**config.mk**
```make
export PLATFORM = sky130hd
export DESIGN_NAME = wb_seq_master
export DESIGN_NICKNAME = d
export VERILOG_FILES = /design/src/rtl/wb_seq_master.sv
export SDC_FILE = /design/constraint.sdc
export NUM_CORES = 1
export LEC_CHECK = 0
export ABC_AREA = 1
export BUFFER_PORTS_ARGS = -buffer_cell sky130_fd_sc_hd__buf_2
export CORE_AREA = 2 2 98 119
export DETAILED_ROUTE_END_ITERATION = 16
export DIE_AREA = 0 0 100 121
export PLACE_DENSITY = 0.95
export SLEW_MARGIN = 10
export SYNTH_ARGS = -nofsm -noshare
export SYNTH_HDL_FRONTEND = slang
export SYNTH_SLANG_ARGS = --single-unit
export TNS_END_PERCENT = 20
```
**constraint.sdc**
```tcl
create_clock -name wb_clk_i -period 8.7 [get_ports wb_clk_i]
set_input_delay 1.74 -clock wb_clk_i [delete_from_list [all_inputs] [get_ports wb_clk_i]]
set_output_delay 1.74 -clock wb_clk_i [all_outputs]
set_load 0.05 [all_outputs]
```
**src/rtl/wb_seq_master.sv**
```systemverilog
// Wishbone classic-cycle initiator: one single-word access per command word, address stepping by 4.
// Optional per-word ack timeout is enabled by defining WB_SEQ_MASTER_ACK_TIMEOUT_EN.
//
// state | meaning
// ------+---------------------------------------------------------------
// IDLE  | cmd_ready high, waiting for a command
// WDAT  | write burst: waiting for the next write word on the wdat port
// BUS   | cyc/stb asserted, waiting for ack (or timeout when enabled)
// RHOLD | read word held on rdat until the consumer takes it
// FIN   | one-cycle done pulse, err reports abort status
module wb_seq_master #(
    parameter int LEN_W   = 8,
    parameter int TIMEOUT = 64
) (
    input  logic             wb_clk_i,
    input  logic             wb_rst_i,
    input  logic             cmd_valid,
    output logic             cmd_ready,
    input  logic             cmd_we,
    input  logic [31:0]      cmd_adr,
    input  logic [LEN_W-1:0] cmd_len,
    input  logic             wdat_valid,
    output logic             wdat_ready,
    input  logic [31:0]      wdat,
    output logic             rdat_valid,
    input  logic             rdat_ready,
    output logic [31:0]      rdat,
    output logic             done,
    output logic             err,
    output logic             wbm_cyc_o,
    output logic             wbm_stb_o,
    output logic             wbm_we_o,
    output logic [3:0]       wbm_sel_o,
    output logic [31:0]      wbm_adr_o,
    output logic [31:0]      wbm_dat_o,
    input  logic [31:0]      wbm_dat_i,
    input  logic             wbm_ack_i
);

    typedef enum logic [2:0] {
        IDLE  = 3'd0,
        WDAT  = 3'd1,
        BUS   = 3'd2,
        RHOLD = 3'd3,
        FIN   = 3'd4
    } state_t;

    state_t           state_q, state_d;
    logic             live_q;
    logic             we_q;
    logic             err_q;
    logic             timeout;
    logic             cmd_fire;
    logic             last_word;
    logic [31:0]      adr_q;
    logic [31:0]      dat_q;
    logic [31:0]      rdat_q;
    logic [LEN_W-1:0] cnt_q;

    // live_q keeps cmd_ready low until the first clock after reset release.
    assign cmd_fire  = (state_q == IDLE) && live_q && cmd_valid;
    assign last_word = (cnt_q == LEN_W'(1));

    assign wbm_adr_o = adr_q;
    assign wbm_dat_o = dat_q;
    assign rdat      = rdat_q;

`ifdef WB_SEQ_MASTER_ACK_TIMEOUT_EN
    localparam int TMR_W = $clog2(TIMEOUT + 1);

    logic [TMR_W-1:0] timer_q;

    // Reloaded in every other state, so it always starts fresh on entry to BUS.
    always_ff @(posedge wb_clk_i or posedge wb_rst_i) begin
        if (wb_rst_i) begin
            timer_q <= '0;
        end else if (state_q != BUS) begin
            timer_q <= TMR_W'(TIMEOUT - 1);
        end else if (timer_q != '0) begin
            timer_q <= timer_q - TMR_W'(1);
        end
    end

    assign timeout = (state_q == BUS) && !wbm_ack_i && (timer_q == '0);
`else
    assign timeout = 1'b0;
`endif

    always_ff @(posedge wb_clk_i or posedge wb_rst_i) begin
        if (wb_rst_i) begin
            state_q <= IDLE;
            live_q  <= 1'b0;
        end else begin
            state_q <= state_d;
            live_q  <= 1'b1;
        end
    end

    always_comb begin
        state_d    = state_q;
        cmd_ready  = 1'b0;
        wdat_ready = 1'b0;
        rdat_valid = 1'b0;
        done       = 1'b0;
        err        = 1'b0;
        wbm_cyc_o  = 1'b0;
        wbm_stb_o  = 1'b0;
        wbm_we_o   = 1'b0;
        wbm_sel_o  = 4'h0;
        case (state_q)
            IDLE: begin
                cmd_ready = live_q;
                if (cmd_fire) begin
                    if (cmd_len == '0) begin
                        state_d = FIN;
                    end else if (cmd_we) begin
                        state_d = WDAT;
                    end else begin
                        state_d = BUS;
                    end
                end
            end
            WDAT: begin
                wdat_ready = 1'b1;
                if (wdat_valid) begin
                    state_d = BUS;
                end
            end
            BUS: begin
                wbm_cyc_o = 1'b1;
                wbm_stb_o = 1'b1;
                wbm_we_o  = we_q;
                wbm_sel_o = 4'hF;
                if (wbm_ack_i) begin
                    if (!we_q) begin
                        state_d = RHOLD;
                    end else if (last_word) begin
                        state_d = FIN;
                    end else begin
                        state_d = WDAT;
                    end
                end else if (timeout) begin
                    state_d = FIN;
                end
            end
            RHOLD: begin
                rdat_valid = 1'b1;
                if (rdat_ready) begin
                    state_d = last_word ? FIN : BUS;
                end
            end
            FIN: begin
                done    = 1'b1;
                err     = err_q;
                state_d = IDLE;
            end
            default: state_d = IDLE;
        endcase
    end

    // Count and address step once per completed word: on write ack, or on read handshake.
    always_ff @(posedge wb_clk_i or posedge wb_rst_i) begin
        if (wb_rst_i) begin
            we_q   <= 1'b0;
            err_q  <= 1'b0;
            adr_q  <= '0;
            dat_q  <= '0;
            rdat_q <= '0;
            cnt_q  <= '0;
        end else begin
            case (state_q)
                IDLE: begin
                    if (cmd_fire) begin
                        we_q  <= cmd_we;
                        adr_q <= cmd_adr & ~32'h3;
                        cnt_q <= cmd_len;
                        err_q <= 1'b0;
                    end
                end
                WDAT: begin
                    if (wdat_valid) begin
                        dat_q <= wdat;
                    end
                end
                BUS: begin
                    if (wbm_ack_i) begin
                        if (we_q) begin
                            cnt_q <= cnt_q - LEN_W'(1);
                            adr_q <= adr_q + 32'd4;
                        end else begin
                            rdat_q <= wbm_dat_i;
                        end
                    end else if (timeout) begin
                        err_q <= 1'b1;
                    end
                end
                RHOLD: begin
                    if (rdat_ready) begin
                        cnt_q <= cnt_q - LEN_W'(1);
                        adr_q <= adr_q + 32'd4;
                    end
                end
                FIN: begin
                    err_q <= 1'b0;
                end
                default: begin
                end
            endcase
        end
    end

endmodule

```
==> impl_metrics.ini, run 1 <==
[outcome]
status = completed

[detailed_routing]
vias_per_cell = 5.18
drc = 0
vias = 5725
postRouteAntennaNets = 0
wl_mm = 15.4
wire_per_inst_um = 13.9
dr.pass1.iters = 5
drtIter0Drc = 308

[worst_setup_path]
cp-end-kind = output pin
max_stage_delay_ns = 0.75
cp-start-kind = register
crit_chain = inv_2, nand2_4, inv_2, nand2_2, nor2_1, buf_2
cpLargestDelayFamily = buffers and inverters
crit_start = state_q[2]
crit_cells = 6
critical_path.most_common_cell = inv_2
worstReg2RegStart = state_q[2]
crit_fanout = 56
cp_slowest_cell = inv_2
worst_r2r_path_depth = 11
path_class = reg2out
critical_path_buf_inv_count = 3
worstPathRequired_ns = 6.96
cp.arrival_ns = 2.49

[floorplanning]
die_w_um = 100
ios = 219
dieArea_um2 = 12100
start_util_pct = 53.2
rows = 42
die_y_um = 121
fp.coreArea_um2 = 10900

[timing]
setup_viol = 0
slew_viol_final = 0
tns_ns = 0
fmax_mhz = 237
rsz0062_at_grt = no
min_period_over_period_pct = 48.6
relSlewSlack_pct = 32.3
tightest_slew_ns = 1.01
hold_violations = 0
period_needed_ns = 4.23
fin_skew_ns = 0.0114

[yosys]
yosysTopAreaCell = dfrtp_1
synth_area_um2 = 5810
seq_area_frac_synth_pct = 46.1
synth-seq-cells = 107
synthCells = 776
synth_edf_count = 0
synth_flop_cell = dfrtp_1
yosysWarnings = 0
synth_top_area_share_pct = 46.1
synth.area.top_cells = dfrtp_1 (46%), nand2_1 (18%), nand3_1 (7.8%)
async_reset_ff_share_pct = 100
yosysUniqueCellTypes = 33
synth.avg_cell_area_um2 = 7.49

[clock_tree]
max-clock-path-buffers = 2
post_cts_resized = 0
root_buffer = clkbuf_16
cts_tree = built
cts_htree_levels = 3
path_clk_slew_ns = 0.08
hold_buffers = 0
clock-sinks = 107
post_cts_buffers = 0
cts-buffers-inserted = 9
clk-insertion-delay-late_ns = 0.34

[placement]
dp_hpwl_mm = 11.3
routabilityCongestion = 0.901
place_area_um2 = 6860
portBuffers = 213
dp_cells = 1090

[worst_hold_path]
min_from = rdat[16]
holdPathStages = 2
hold_class = reg2reg

[global_routing]
grt_max_degree = 62
antenna_found_initial = 0
track_usage_pct = 26.1
grt_remaining_overflow = 0
grt_pass1_vias = 5478
grt_pass1_wl_mm = 25.3

[cells_and_area]
drive_gt1_share_pct = 29.2
syn2layout_area_growth_pct = 22.8
nets = 1083
mostFrequentLayoutCell = nand2_1
final_cell_area_um2 = 7140
insertedDiodeCount = 0
instances_no_fill = 1105
mostFrequentLayoutCells = nand2_1 (275), buf_2 (213), dfrtp_1 (107), nor2_1 (100), nand3_1 (91)
final_util_pct = 65.3

[run]
maxCapViolations = 0

[pwr]
power.leakage_nw = 3.87
power-per-cell-area_nw_per_um2 = 472
finalPower_w = 0.00337
peakVddDrop_mv = 0.318
## flip-flops by register name, summed over array words and instances (netlist names)
register,cells
rdat,32
wbm_dat_o,32
wbm_adr_o,30
cnt_q,8
state_q,3
live_q,1
we_q,1
## power breakdown
group	switching [W]	total, W	internal, W
Clock	0.000195	0.000395	0.000200
Combinational	0.00153	0.00203	0.000505
Sequential	0.000201	0.000944	0.000743
## cell usage after synthesis, types with 2 or more instances
| master | number |
|---|---|
| inv_1 | 53 |
| o21ai_1 | 7 |
| o21ai_0 | 30 |
| or2_2 | 4 |
| buf_6 | 6 |
| nand2_2 | 3 |
| dfrtp_1 | 107 |
| and2_1 | 3 |
| conb_1 | 2 |
| mux2_2 | 30 |
| nand2_1 | 275 |
| buf_1 | 2 |
| nor2_2 | 7 |
| buf_2 | 12 |
| nor3_1 | 2 |
| nor2_4 | 2 |
| ha_1 | 3 |
| a21oi_1 | 4 |
| buf_4 | 8 |
| nor2_1 | 100 |
| nand3_1 | 91 |
| nand4_1 | 3 |
| clkbuf_1 | 9 |
| mux2_1 | 2 |
| inv_2 | 3 |
## metal layers
| layer | wire [um] | part of all wire (%) | GRT usage [%] |
|---|---|---|---|
| met1 | 5900 | 38 | 30.0 |
| met2 | 8140 | 53 | 47.8 |
| met3 | 887 | 5.8 | 4.44 |
| met4 | 419 | 2.7 | 10.6 |
| met5 | 0 | 0 | 0 |
## final timing paths
| check | to | slack, ns |
|---|---|---|
| worst min register to register | rdat[16] | 0.47 |
| worst min-delay path | rdat[16] | 0.47 |
| worst max register to register | wbm_adr_o[27] | 6.01 |
| worst max-delay path | wbm_we_o | 4.47 |
| max in group asynchronous | wbm_dat_o[30] | 6.07 |
| min in group asynchronous | wbm_dat_o[3] | 1.46 |
## layout make-up
class | instances | area (um^2)
Inverter | 57 | 216
Fill cell | 909 | 3790
Multi-Input combinational cell | 577 | 2700
Sequential cell | 107 | 2680
Clock buffer | 9 | 225
Tap cell | 132 | 165
Timing Repair Buffer | 217 | 1100
Clock inverter | 6 | 57.6
## cell families (layout without fill, tap and decap cells)
family / count (synthesis) / in the layout / share of synthesized area (%)
compound gates: 43 / 43 / 3.75
xor+xnor: 2 / 2 / 0.301
fa+ha+maj: 3 / 3 / 0.646
buf+inv: 94 / 289 / 7.62
flops: 107 / 107 / 46.1
mux: 33 / 33 / 6.37
other cells: 2 / 4 / 0.129
simple gates: 492 / 492 / 35.1
## worst register-to-register path, delay by kind of cell (launching register included)
kind / cells / cell delay (ns)
flip-flops: 1 / 0.41
AND/OR/NAND/NOR: 8 / 0.88
buffers and inverters: 3 / 1.31
## stage by stage
step / worst slack [ns] / hold slack (ns)
after floorplan: 4.14 / 0.448
after global placement: 4.93 / 0.449
after detailed placement: 4.85 / 0.453
after CTS: 4.47 / 0.474
after global routing: 4.26 / 0.503
final: 4.47 / 0.473
No activity file was read; power rests on OpenSTA's default activity.
==> run 2: changes to the inputs <==
- ABC_AREA: 1 -> 0
- PLACE_DENSITY: 0.95 -> 0.89
- clock period: 8.7 -> 4.2 ns (I/O delays scaled with it)
==> impl_metrics.ini, run 2 <==
[detailed_routing]
drc = 0
wire_per_inst_um = 18.1
wl_mm = 14.8
wl_met2_mm = 7.43
dr.pass1.iters = 5
highest_layer = met5
vias = 4700
wl_met1_mm = 5.64
vias_per_cell = 5.75
drtIter0Drc = 179
postRouteAntennaNets = 0
wl_met3_mm = 1.27

[worst_hold_path]
hold_class = reg2reg
holdPathStages = 1

[placement]
portBuffers = 213
routabilityCongestion = 0.891
dp_hpwl_mm = 10.9
place_area_um2 = 6280

[yosys]
synth_area_um2 = 5160
yosysMostFrequentCell = dfrtp_1
synth-seq-cells = 107
synthCells = 483
synth.cells.most_frequent = dfrtp_1 (107), mux2_2 (64), a21oi_1 (44)
synth.avg_cell_area_um2 = 10.7
synth_edf_count = 0
async_reset_ff_share_pct = 100
seq_area_frac_synth_pct = 51.9
synth.area.top_cells = dfrtp_1 (52%), mux2_2 (14%), a21oi_1 (4.3%)
yosysWarnings = 0
yosysTopAreaCell = dfrtp_1
yosysUniqueCellTypes = 48
synth_top_area_share_pct = 51.9
synth_flop_cell = dfrtp_1

[timing]
tns_ns = 0
period_needed_ns = 2.81
tightest_slew_ns = 1.07
holdWs_ns = 0.505
setup_viol = 0
rsz0062_at_grt = no
relSlewSlack_pct = 28.8
hold_violations = 0
fmax_mhz = 356
fin_skew_ns = 0.00489
min_period_over_period_pct = 66.9
slew_viol_final = 0

[cells_and_area]
final_cell_area_um2 = 6600
nets = 791
syn2layout_area_growth_pct = 27.8
mostFrequentLayoutCell = buf_2
mostFrequentLayoutCells = buf_2 (213), dfrtp_1 (107), mux2_2 (64), a21oi_1 (44), o21ai_0 (31)
drive_gt1_share_pct = 45.3

[global_routing]
track_usage_pct = 23.8
antenna_found_initial = 5
grt_pass1_wl_mm = 22.5
grt_max_degree = 86
grt_remaining_overflow = 0
grt_pass1_vias = 4475

[worst_setup_path]
cpLargestDelayFamily = simple AND/OR/NAND/NOR gates
worstPathRequired_ns = 3.36
cp.arrival_ns = 1.97
crit_cells = 4
crit_chain = nand2b_1, nor2_1, and2_1, buf_2
critical_path_buf_inv_count = 1
cp_slowest_cell = dfrtp_1
cp-start-kind = register
path_class = reg2out
worst_r2r_path_depth = 6
cp-end-kind = output pin
max_stage_delay_ns = 0.56
crit_fanout = 13

[clock_tree]
hold_buffers = 0
path_clk_slew_ns = 0.07
cts-buffers-inserted = 9
post_cts_resized = 0
clock-sinks = 107
root_buffer = clkbuf_16
cts_tree = built
max-clock-path-buffers = 2
post_cts_buffers = 0
clk-insertion-delay-late_ns = 0.35
cts_htree_levels = 3

[outcome]
status = completed

[floorplanning]
rows = 42
die_w_um = 100
dieArea_um2 = 12100
fp.coreArea_um2 = 10900
start_util_pct = 47.2
ios = 219
die_y_um = 121

[run]
maxCapViolations = 0
==> run 2: cell types whose count changed after synthesis, sizes merged, moves of 13 or more <==
cell / delta
nand2: -252
nor2: -88
nand3: -75
inv: -47
a21oi: +40
mux2: +32
clkbuf: +13
==> run 2: layout make-up <==
type | instances | area, um^2
Tap cell | 132 | 165
Multi-Input combinational cell | 330 | 2290
Antenna cell | 4 | 10.0
Inverter | 9 | 36.3
Fill cell | 914 | 4330
Sequential cell | 107 | 2680
Clock buffer | 9 | 225
Timing Repair Buffer | 220 | 1120
Clock inverter | 7 | 76.3
==> run 2: worst reg2reg max path, delay by kind of cell, from the launching register on <==
family | cells | cell delay [ns]
simple gates | 1 | 0.24
flops | 1 | 0.51
buf+inv | 1 | 0.38
compound gates | 4 | 1.33
==> run 2: worst paths after layout <==
path / startpoint / to / slack [ns]
hold reg to reg: rdat[20] / rdat[20] / 0.51
setup reg to reg: state_q[1] / wbm_adr_o[13] / 1.68
setup / recovery: state_q[1] / wbm_we_o / 1.39
max in group asynchronous: wb_rst_i / wbm_dat_o[11] / 2.54
hold / removal: rdat[20] / rdat[20] / 0.51
min in group asynchronous: wb_rst_i / rdat[17] / 0.76
==> run 2: cells by family (layout without fill, tap and decap cells) <==
family / Yosys count / after routing / share of synthesized area, %
muxes: 66 / 66 / 14.4
other: 2 / 8 / 0.146
AOI/OAI and AO/OA: 130 / 130 / 15.6
adders and majority gates: 3 / 3 / 0.727
and+or+nand+nor: 127 / 127 / 13.1
buffers and inverters: 48 / 245 / 4.17
DFF: 107 / 107 / 51.9
==> run 2: metrics by stage <==
| stage | setup slack (ns) | std cells | util [%] |
|---|---|---|---|
| 3_3_place_gp | 1.46 | 798 | 57.5 |
| 2_1_floorplan | 0.543 | 485 | - |
| 6_report | 1.39 | 818 | 60.3 |
| 4_1_cts | 1.38 | 814 | 60.3 |
| 5_1_grt | 1.20 | 816 | 60.3 |
| 3_5_place_dp | 1.40 | 798 | 57.5 |
==> run 2: per-layer routing <==
| layer | vias to the layer above | global-route usage, % |
|---|---|---|
| li1 | 2172 | - |
| met1 | 2264 | 28.1 |
| met2 | 227 | 40.0 |
| met3 | 35 | 7.37 |
| met4 | 2 | 10.4 |
| met5 | - | 0 |
Power of run 2 is left out: the tool's default activity adds up to more than one toggle a clock period on the data nets, which glitch-free logic cannot reach.
==> run 3: changes to the inputs <==
- clock period: 4.2 -> 2.75 ns (I/O delays scaled with it)
==> impl_metrics.ini, run 3 (synthesis gave the netlist of run 2 again) <==
[clock_tree]
cts_tree = built
root_buffer = clkbuf_16
clock-sinks = 107
post_cts_resized = 0
clk-insertion-delay-late_ns = 0.35
cts-buffers-inserted = 9
hold_buffers = 0
cts_htree_levels = 3
max-clock-path-buffers = 2
post_cts_buffers = 0
path_clk_slew_ns = 0.08

[detailed_routing]
vias = 4709
dr.pass1.iters = 5
wire_per_inst_um = 18.1
drtIter0Drc = 165
wl_mm = 14.9
postRouteAntennaNets = 0
drc = 0
vias_per_cell = 5.70

[timing]
min_period_over_period_pct = 84.9
hold_violations = 0
setup_viol = 0
tightest_slew_ns = 0.684
fin_skew_ns = 0.00682
period_needed_ns = 2.33
fmax_mhz = 428
rsz0062_at_grt = no
relSlewSlack_pct = 54.4
holdWs_ns = 0.351
slew_viol_final = 0

[placement]
portBuffers = 213
dp_hpwl_mm = 11.1
place_area_um2 = 6340
routabilityCongestion = 0.823

[floorplanning]
die_w_um = 100
dieArea_um2 = 12100
die_y_um = 121
start_util_pct = 47.2
ios = 219
fp.coreArea_um2 = 10900
rows = 42

[worst_setup_path]
cp-end-kind = register
worst_r2r_path_depth = 5
r2r_end = wbm_adr_o[31]
ff2ff_setup_slack_ns = 0.42
path_class = reg2reg
cp.arrival_ns = 2.58
crit_fanout = 12
worstReg2RegStart = wbm_adr_o[11]
cp-start-kind = register
worstPathRequired_ns = 2.99

[cells_and_area]
multi_input_comb_area_um2 = 2290
syn2layout_area_growth_pct = 29.1
final_cell_area_um2 = 6660
mostFrequentLayoutCell = buf_2
nets = 797
seqCellArea_um2 = 2680
mostFrequentLayoutCells = buf_2 (213), dfrtp_1 (107), mux2_2 (64), a21oi_1 (44), o21ai_0 (31)
nFillCells = 900
drive_gt1_share_pct = 45.8

[global_routing]
grt_max_degree = 108
grt_remaining_overflow = 0
grt_pass1_vias = 4597
track_usage_pct = 24.1
grt_pass1_wl_mm = 22.9
antenna_found_initial = 5

[outcome]
status = completed

[worst_hold_path]
hold_class = in2async

[run]
maxCapViolations = 0
[run 3: cell count changes in the layout (fill, tap and decap cells not counted), sizes merged]
cell,delta
inv,-2
buf,+6
clkinv,+1
clkinvlp,+1
diode,+2
[run 3: worst max-delay path, stage by stage, from the launching register on]
cell and delay (ns):
dfrtp_1 0.50, nand4_1 0.21, or4_4 0.62, or4_4 0.55
o22a_1 0.17, o22a_1 0.17
[run 3: worst max-delay path by stage]
| stage | cells after the start | to | start | slack (ns) |
|---|---|---|---|---|
| detailed placement | 5 | wbm_adr_o[31] | wbm_adr_o[11] | 0.43 |
| global route | 5 | wbm_adr_o[31] | wbm_adr_o[11] | 0.30 |
| finish | 5 | wbm_adr_o[31] | wbm_adr_o[11] | 0.42 |
| CTS | 5 | wbm_adr_o[31] | wbm_adr_o[11] | 0.42 |
| global placement | 5 | wbm_adr_o[31] | wbm_adr_o[11] | 0.44 |
| floorplan | 2 | cmd_ready | state_q[0] | -0.05 |
[run 3: metrics by stage]
| step | worst slack, ns | cells | utilization (%) | TNS [ns] |
|---|---|---|---|---|
| 2_1_floorplan | -0.0535 | 485 | - | -0.0535 |
| 3_3_place_gp | 0.443 | 804 | 58.0 | 0 |
| 4_1_cts | 0.416 | 820 | 60.8 | 0 |
| 5_1_grt | 0.299 | 821 | 60.8 | 0 |
| 3_5_place_dp | 0.431 | 804 | 58.0 | 0 |
| 6_report | 0.415 | 826 | 61.0 | 0 |
[run 3: routing by layer]
layer	vias up	part of all wire [%]	GRT usage [%]
met5	-	0	0
met4	0	2.4	9.08
met3	32	9.1	8.24
met2	234	51	42.3
met1	2244	38	27.0
li1	2199	-	-
[run 3: layout make-up]
cell class,instances,share of cell area [%]
clock inverter,7,1.18
tap,132,2.48
inverter,9,0.563
antenna,6,0.225
clock buffer,9,3.38
multi-input combinational,330,34.3
timing repair buffer,226,17.7
sequential,107,40.2
Power of run 3 is left out for the same reason.
